File: config.mk
export PLATFORM = sky130hd
export DESIGN_NAME = dac_spi_core
export DESIGN_NICKNAME = d
export VERILOG_FILES = /design/src/rtl/dac_spi_core.sv
export SDC_FILE = /design/constraint.sdc
export NUM_CORES = 2
export LEC_CHECK = 0
export CORE_ASPECT_RATIO = 1.25
export CORE_UTILIZATION = 65
export DETAILED_ROUTE_END_ITERATION = 12
export PLACE_DENSITY_LB_ADDON = 0.08
export SLEW_MARGIN = 30
export SYNTH_ARGS = -nofsm -noshare
export SYNTH_HDL_FRONTEND = slang
export SYNTH_SLANG_ARGS = --single-unit
File: constraint.sdc
create_clock -name clk -period 8.7 [get_ports clk]
set_input_delay 2.61 -clock clk [delete_from_list [all_inputs] [get_ports clk]]
set_output_delay 2.61 -clock clk [all_outputs]
set_load 0.01 [all_outputs]
File: src/rtl/dac_spi_core.sv
// Maps a 32-bit control word to a DAC code (center/gain/zero) and ships it to a
// dual-channel SPI DAC as a 16-bit frame followed by an LDAC pulse.
module dac_spi_core #(
  parameter int unsigned DAC_WIDTH = 12,
  parameter int unsigned SCLK_DIV  = 4
) (
  input  logic        clk,
  input  logic        rstn,
  input  logic        param_wen,
  input  logic [31:0] dac_center,
  input  logic [31:0] dac_kf,
  input  logic [31:0] dac_zero_cal,
  input  logic [31:0] dac_ch_sel,
  input  logic        value_valid,
  input  logic [31:0] value,
  output logic        value_ready,
  output logic        busy,
  output logic        sat_flag,
  output logic        dac_csn,
  output logic        dac_sclk,
  output logic        dac_sdi,
  output logic        dac_ldacn
);

  localparam int unsigned DivW = (SCLK_DIV > 1) ? $clog2(SCLK_DIV) : 1;
  localparam logic [DivW-1:0] DivLast = DivW'(SCLK_DIV - 1);
  localparam logic signed [49:0] CodeMax = 50'((1 << DAC_WIDTH) - 1);

  typedef enum logic [1:0] {StIdle, StCalc, StShift, StLoad} state_e;

  state_e                 state_q, state_d;
  logic [31:0]            center_q, center_d;
  logic [31:0]            kf_q, kf_d;
  logic [31:0]            zero_q, zero_d;
  logic [31:0]            ch_q, ch_d;
  logic [31:0]            value_q, value_d;
  logic                   neg_q, neg_d;
  logic [31:0]            diff_q, diff_d;
  logic [47:0]            scaled_q, scaled_d;
  logic [DAC_WIDTH-1:0]   code_q, code_d;
  logic                   sat_q, sat_d;
  logic [1:0]             step_q, step_d;
  logic [DivW-1:0]        div_q, div_d;
  logic [3:0]             bit_q, bit_d;
  logic [15:0]            shreg_q, shreg_d;
  logic                   csn_q, csn_d;
  logic                   sclk_q, sclk_d;
  logic                   sdi_q, sdi_d;
  logic                   ldacn_q, ldacn_d;

  logic                   accept;
  logic                   ch_valid;
  logic [63:0]            prod;
  logic signed [49:0]     zc_ext;
  logic signed [49:0]     sc_ext;
  logic signed [49:0]     sum;
  logic [11:0]            code12;
  logic [15:0]            frame;

  assign value_ready = rstn && (state_q == StIdle);
  assign busy        = (state_q != StIdle);
  assign sat_flag    = sat_q;
  assign dac_csn     = csn_q;
  assign dac_sclk    = sclk_q;
  assign dac_sdi     = sdi_q;
  assign dac_ldacn   = ldacn_q;

  assign accept   = value_valid && value_ready;
  assign ch_valid = (ch_q == 32'd1) || (ch_q == 32'd2);

  assign prod   = 64'(diff_q) * 64'(kf_q);
  assign zc_ext = signed'({18'b0, zero_q});
  assign sc_ext = signed'({2'b0, scaled_q});
  assign sum    = neg_q ? (zc_ext - sc_ext) : (zc_ext + sc_ext);

  // Narrow DACs are left-justified in the 12-bit code field.
  assign code12 = 12'(code_q) << (12 - DAC_WIDTH);
  assign frame  = {((ch_q == 32'd1) ? 2'b01 : 2'b10), 2'b00, code12};

  always_ff @(posedge clk) begin
    if (!rstn) begin
      state_q  <= StIdle;
      center_q <= '0;
      kf_q     <= '0;
      zero_q   <= '0;
      ch_q     <= '0;
      value_q  <= '0;
      neg_q    <= 1'b0;
      diff_q   <= '0;
      scaled_q <= '0;
      code_q   <= '0;
      sat_q    <= 1'b0;
      step_q   <= '0;
      div_q    <= '0;
      bit_q    <= '0;
      shreg_q  <= '0;
      csn_q    <= 1'b1;
      sclk_q   <= 1'b0;
      sdi_q    <= 1'b0;
      ldacn_q  <= 1'b1;
    end else begin
      state_q  <= state_d;
      center_q <= center_d;
      kf_q     <= kf_d;
      zero_q   <= zero_d;
      ch_q     <= ch_d;
      value_q  <= value_d;
      neg_q    <= neg_d;
      diff_q   <= diff_d;
      scaled_q <= scaled_d;
      code_q   <= code_d;
      sat_q    <= sat_d;
      step_q   <= step_d;
      div_q    <= div_d;
      bit_q    <= bit_d;
      shreg_q  <= shreg_d;
      csn_q    <= csn_d;
      sclk_q   <= sclk_d;
      sdi_q    <= sdi_d;
      ldacn_q  <= ldacn_d;
    end
  end

  always_comb begin
    state_d  = state_q;
    center_d = center_q;
    kf_d     = kf_q;
    zero_d   = zero_q;
    ch_d     = ch_q;
    value_d  = value_q;
    neg_d    = neg_q;
    diff_d   = diff_q;
    scaled_d = scaled_q;
    code_d   = code_q;
    sat_d    = sat_q;
    step_d   = step_q;
    div_d    = div_q;
    bit_d    = bit_q;
    shreg_d  = shreg_q;
    csn_d    = csn_q;
    sclk_d   = sclk_q;
    sdi_d    = sdi_q;
    ldacn_d  = ldacn_q;

    unique case (state_q)
      StIdle: begin
        if (param_wen) begin
          center_d = dac_center;
          kf_d     = dac_kf;
          zero_d   = dac_zero_cal;
          ch_d     = dac_ch_sel;
        end
        if (accept) begin
          value_d = value;
          step_d  = '0;
          state_d = StCalc;
        end
      end

      // Steps 0..2 are the c1..c3 pipeline; step 3 stages the frame.
      StCalc: begin
        step_d = step_q + 2'd1;
        unique case (step_q)
          2'd0: begin
            neg_d  = value_q < center_q;
            diff_d = (value_q < center_q) ? (center_q - value_q) : (value_q - center_q);
          end
          2'd1: scaled_d = 48'(prod >> 16);
          2'd2: begin
            if (sum < 50'sd0) begin
              code_d = '0;
              sat_d  = 1'b1;
            end else if (sum > CodeMax) begin
              code_d = '1;
              sat_d  = 1'b1;
            end else begin
              code_d = sum[DAC_WIDTH-1:0];
              sat_d  = 1'b0;
            end
          end
          default: begin
            if (ch_valid) begin
              state_d = StShift;
              shreg_d = frame;
              csn_d   = 1'b0;
              sclk_d  = 1'b0;
              sdi_d   = frame[15];
              div_d   = '0;
              bit_d   = 4'd15;
            end else begin
              state_d = StIdle;
            end
          end
        endcase
      end

      StShift: begin
        if (div_q == DivLast) begin
          div_d = '0;
          if (!sclk_q) begin
            sclk_d = 1'b1;
          end else begin
            sclk_d = 1'b0;
            if (bit_q == 4'd0) begin
              csn_d   = 1'b1;
              sdi_d   = 1'b0;
              ldacn_d = 1'b0;
              state_d = StLoad;
            end else begin
              bit_d   = bit_q - 4'd1;
              shreg_d = {shreg_q[14:0], 1'b0};
              sdi_d   = shreg_q[14];
            end
          end
        end else begin
          div_d = div_q + 1'b1;
        end
      end

      StLoad: begin
        if (div_q == DivLast) begin
          div_d   = '0;
          ldacn_d = 1'b1;
          state_d = StIdle;
        end else begin
          div_d = div_q + 1'b1;
        end
      end

      default: state_d = StIdle;
    endcase
  end

endmodule

-- Yosys cells after proc, flatten, opt, wreduce, memory -nomap -nowiden
Cells that the tools add are included.
- flip-flop bits (word level): 283
- latch bits: 0
- RAM bits: 0
- memory bits (read-only): 0
- input bits: 164
- output and inout bits: 7
- word-level logic and storage cells: 125
- memories: 0
- add/sub/neg operators: 7
- multipliers: 1
- div/mod/pow operators: 0
- magnitude comparators: 3
- equality and inequality tests: 16
- shift operators: 0
- multiplexer cells: 53
- bitwise logic cells: 0
- reduce and logical (&&, ||, !) cells: 26
- operator list (kind ; count):
    two-way mux 15 bit ; 5
    multiplier 32 x 32 -> 64 bit ; 1
    subtractor 32 bit ; 2
    greater-than comparator 50 x 13 -> 1 bit (second input constant) ; 1
    less-than comparator 50 x 1 -> 1 bit (second input constant) ; 1
    two-way mux 50 bit ; 1
    adder 32 x 48 -> 49 bit ; 1
    subtractor 32 x 48 -> 49 bit ; 1
    == test 32 x 1 -> 1 bit (second input constant) ; 1
    == test 32 x 2 -> 1 bit (second input constant) ; 1
    less-than comparator 32 bit ; 1
    two-way mux 32 bit ; 1
    one-hot mux 15 bit (2 select lines) ; 1
    two-way mux 12 bit ; 2
    two-way mux 2 bit ; 12
    two-way mux 4 bit ; 5
    two-way mux 1 bit ; 18
    AND reduction 6 bit ; 3
    != test 2 bit (second input constant) ; 8
    AND reduction 2 bit ; 6
    AND reduction 5 bit ; 2
    nonzero test 2 bit ; 5
    == test 2 bit (second input constant) ; 4
    one-hot mux 1 bit (2 select lines) ; 4
    other kinds (14) ; 19

-- Depth between registers and ports, before layout
- depth after elaboration: 5
- depth in mapped cells: 29
- mapped depth without buffers: 28

-- Worst setup path after synthesis
No wires, ideal clock.
- path kind: register to register
- start: register kf_q[11]
- end: register scaled_q[46]
- library setup time: 0.117 ns
- arrival: 7.850 ns
- required time: 8.583 ns
- slack: 0.734 ns
- cell stages (with the launch flop): 29
- path buffers: 1
- period minus slack after synthesis: 7.966 ns
- path through: dfxtp_1 -> clkbuf_1 -> nand2_1 -> fa_1 -> inv_1 -> fa_1 -> fa_1 -> inv_1 -> fa_1 -> inv_1 -> fa_1 -> inv_1 -> fa_1 -> inv_1 -> fa_1 -> fa_1 -> ha_1 -> nand2_1 -> a2111oi_0 -> nand4_1 -> o32a_1 -> o211ai_1 -> a311o_1 -> a31oi_1 -> o311a_1 -> a21oi_1 -> a21oi_1 -> xnor2_1 -> a22o_1
- longest elaborated chain between the ends: 1
- ends and longest elaborated chain (item ; line ; RTL):
    start, declared ; 33 ; logic [31:0] kf_q, kf_d;
    start signal, assigned ; 104 ; kf_q <= kf_d;
    multiplier 32 x 32 -> 64 bit ; 71 ; assign prod = 64'(diff_q) * 64'(kf_q);
    end signal, assigned ; 110 ; scaled_q <= scaled_d;
    end, declared ; 39 ; logic [47:0] scaled_q, scaled_d;
Every way passes these cells.
A chain may end at the register's enable or synchronous reset.

-- Worst setup path in the final report
Ends and elaborated chain as after synthesis.

==> impl_metrics.env <==
export IMPL_synth_edff_count=0
export IMPL_fp_coreArea_um2=77300
export IMPL_synth_area_leaders="fa_1, dfxtp_1, ha_1"
export IMPL_netlist_instances=6035
export IMPL_drive_gt1_share_pct=4.58
export IMPL_relSlewSlack_pct=30.0
export IMPL_worstPathMaxFanout=23
export IMPL_port_buffer_count=170
export IMPL_cts_htree_levels=2
export IMPL_dp_hpwl_um=120000
export IMPL_fin_crit_ps=8320
export IMPL_period_share_pct=95.7
export IMPL_r2r_cells=27
export IMPL_p_per_area_nw_per_um2=113
export IMPL_grtUsageMet3_pct=7.13
export IMPL_r2r_setup_slack_ps=380
export IMPL_grt_use_met1_pct=46.9
export IMPL_vias_per_cell=5.88
export IMPL_cts_resized=0
export IMPL_syn_num_nets=7491
export IMPL_final_nets=7500
export IMPL_n_fill_cell=6136
export IMPL_hold_viol_final=0
export IMPL_cts_buffers=36
export IMPL_cts_tree="yes"
export IMPL_gp_congestion=0.977
export IMPL_skew_ps=44.3
export IMPL_worstSetupEndpointType="flip-flop"
export IMPL_groute_layer_met2_usage_pct=65.6
export IMPL_grt_busiest_layer="met2"
export IMPL_ys_seq_area_share_pct=11.2
export IMPL_fmax_ghz=0.120
export IMPL_die_x_um=252
export IMPL_synth_async_sr_flop_share_pct=0
export IMPL_grt_pass1_vias=43600
export IMPL_antenna_found_initial=3
export IMPL_worstHoldEndpoint="ch_q[26]"
export IMPL_arrival_ps=8800
export IMPL_rr_startpoint="kf_q[11]"
export IMPL_clk_pin_slew_ps=70
export IMPL_ir_worst_vdd_mv=0.145
export IMPL_p_leak_nw=26.5
export IMPL_routed_wl_um=149000
export IMPL_drt_iter0_drc=3016
export IMPL_clock_latency_ps=610
export IMPL_avgSynthCellArea_um2=8.41
export IMPL_synth_seq_cells=283
export IMPL_postLayoutCellArea_um2=55100
export IMPL_total_power_mw=6.23
export IMPL_synth_top_cell_area_share_pct=35.5
export IMPL_hold_depth=2
export IMPL_grtUsageTotal_pct=38.8
export IMPL_worstMarginPinSlew_ps=1040
export IMPL_place_area_um2=53800
export IMPL_cts_setup_buffers=0
export IMPL_ant_nets=0
export IMPL_hold_class="flip-flop to flip-flop"
export IMPL_grt_max_degree=140
export IMPL_synth_cell_types=93
export IMPL_wire_per_inst_um=20.9
export IMPL_synth_top_cell_by_area="fa_1"
export IMPL_synth_top_cells_by_count="inv_1, nand2_1, fa_1, and2_1, ha_1"
export IMPL_num_io_pins=171
export IMPL_cpPeakStageDelay_ps=590
export IMPL_worst_setup_path_type="flip-flop to flip-flop"
export IMPL_critPathSlowestCell="fa_1"
export IMPL_die_area_um2=79200
export IMPL_yosysWarnings=0
export IMPL_critical_path_most_common_cell="fa_1"
export IMPL_start_util_pct=65.7
export IMPL_drc=0
export IMPL_cp_num_buf_inv=6
export IMPL_syn_area_um2=50800
export IMPL_cts_hold_buf=0
export IMPL_die_y_um=314
export IMPL_required_ps=9180
export IMPL_critPathLaunchType="flip-flop"
export IMPL_cts_root_buf="clkbuf_16"
export IMPL_firstDrtPassIters=9
export IMPL_synth_most_common_cell="inv_1"
export IMPL_fp_row_count=114
export IMPL_hp_start="ch_q[26]"
export IMPL_clock_sinks=283
export IMPL_synth_ff_type="dfxtp_1"
export IMPL_critPathTopFamily="adder cells"
export IMPL_status="complete, no violations"
export IMPL_vias=41800
export IMPL_grt_overflow=0
export IMPL_cap_violations=0
export IMPL_final_max_slew_viol_count=0
export IMPL_clockBufferDepth=3
export IMPL_r2r_end="scaled_q[46]"
export IMPL_grt_pass1_wl_um=237000
export IMPL_area_growth_pct=8.58
export IMPL_setup_viol=0
cell usage in the layout (no fill, tap or decap), types with 145 or more instances in the layout:
| cell type | n |
|---|---|
| clkdlybuf4s50_1 | 170 |
| ha_1 | 393 |
| buf_4 | 145 |
| inv_1 | 1023 |
| and2_1 | 622 |
| a21oi_1 | 357 |
| nand2_1 | 907 |
| nor2_1 | 196 |
| dfxtp_1 | 269 |
| fa_1 | 899 |
metal layers:
| layer | share of wire [%] | vias up |
|---|---|---|
| li1 | - | 18800 |
| met1 | 37 | 20800 |
| met2 | 49 | 1725 |
| met3 | 7.6 | 490 |
| met4 | 6.2 | 4 |
| met5 | 0.014 | - |
worst max-delay path by stage:
stage	start	to	slack, ps	depth (start not counted)
6_report	kf_q[11]	scaled_q[46]	380	27
5_1_grt	diff_q[28]	scaled_q[42]	-6	26
4_1_cts	kf_q[12]	scaled_q[41]	150	28
3_5_place_dp	diff_q[10]	scaled_q[41]	230	27
3_3_place_gp	diff_q[10]	scaled_q[41]	310	27
2_1_floorplan	kf_q[11]	scaled_q[46]	730	28
power breakdown:
part / internal (mW) / switching [mW]
Sequential: 1.37 / 0.117
Combinational: 1.19 / 1.90
Clock: 0.978 / 0.681
final cells by class:
type,count,area (um2),share of cell area [%]
clock inverters,18,285,0.518
diodes,1,2.50,0.00454
clock buffers,46,1000,1.81
inverters,1026,3860,7.00
flip-flops and latches,283,5680,10.3
multi-input cells,4366,39900,72.4
repair buffers,331,3080,5.58
well taps,1044,1310,2.37
worst min-delay path, delay by kind of cell (launching register included):
kind,cells,cell delay [ps]
flops,1,300
simple gates,1,50
compound gates,1,50
through the flow:
step           hold WS, ps  std cells  setup WS [ps]  TNS, ps  util, %
2_1_floorplan          432       6035            734        0        -
3_3_place_gp           443       7050            310        0     69.6
3_5_place_dp           447       7050            234        0     69.6
4_1_cts                455       7114            152        0     71.2
5_1_grt                475       7115          -6.47    -6.47     71.3
6_report               451       7115            376        0     71.3
flip-flops by register name (all words and copies together), names as in the netlist, named ones only:
name	cells
div_q	2
shreg_q	15
code12	12
bit_q	4
dac_sclk	1
neg_q	1
scaled_q	48
zero_q	32
value_q	32
dac_sdi	1
ch_q	32
state_q	1
sat_flag	1
kf_q	32
center_q	32
dac_ldacn	1
diff_q	32
step_q	2
dac_csn	1
cells by family after synthesis:
family	Yosys count	synth area share [%]
buffers and inverters	1386	10.3
and+or+nand+nor	2035	19.5
xor gates and xnor gates	116	2.00
DFF	283	11.2
adders and majority gates	1292	45.1
muxes	40	0.794
AOI/OAI and AO/OA	883	11.0
Note: power is estimated with default switching activity, not from simulation.
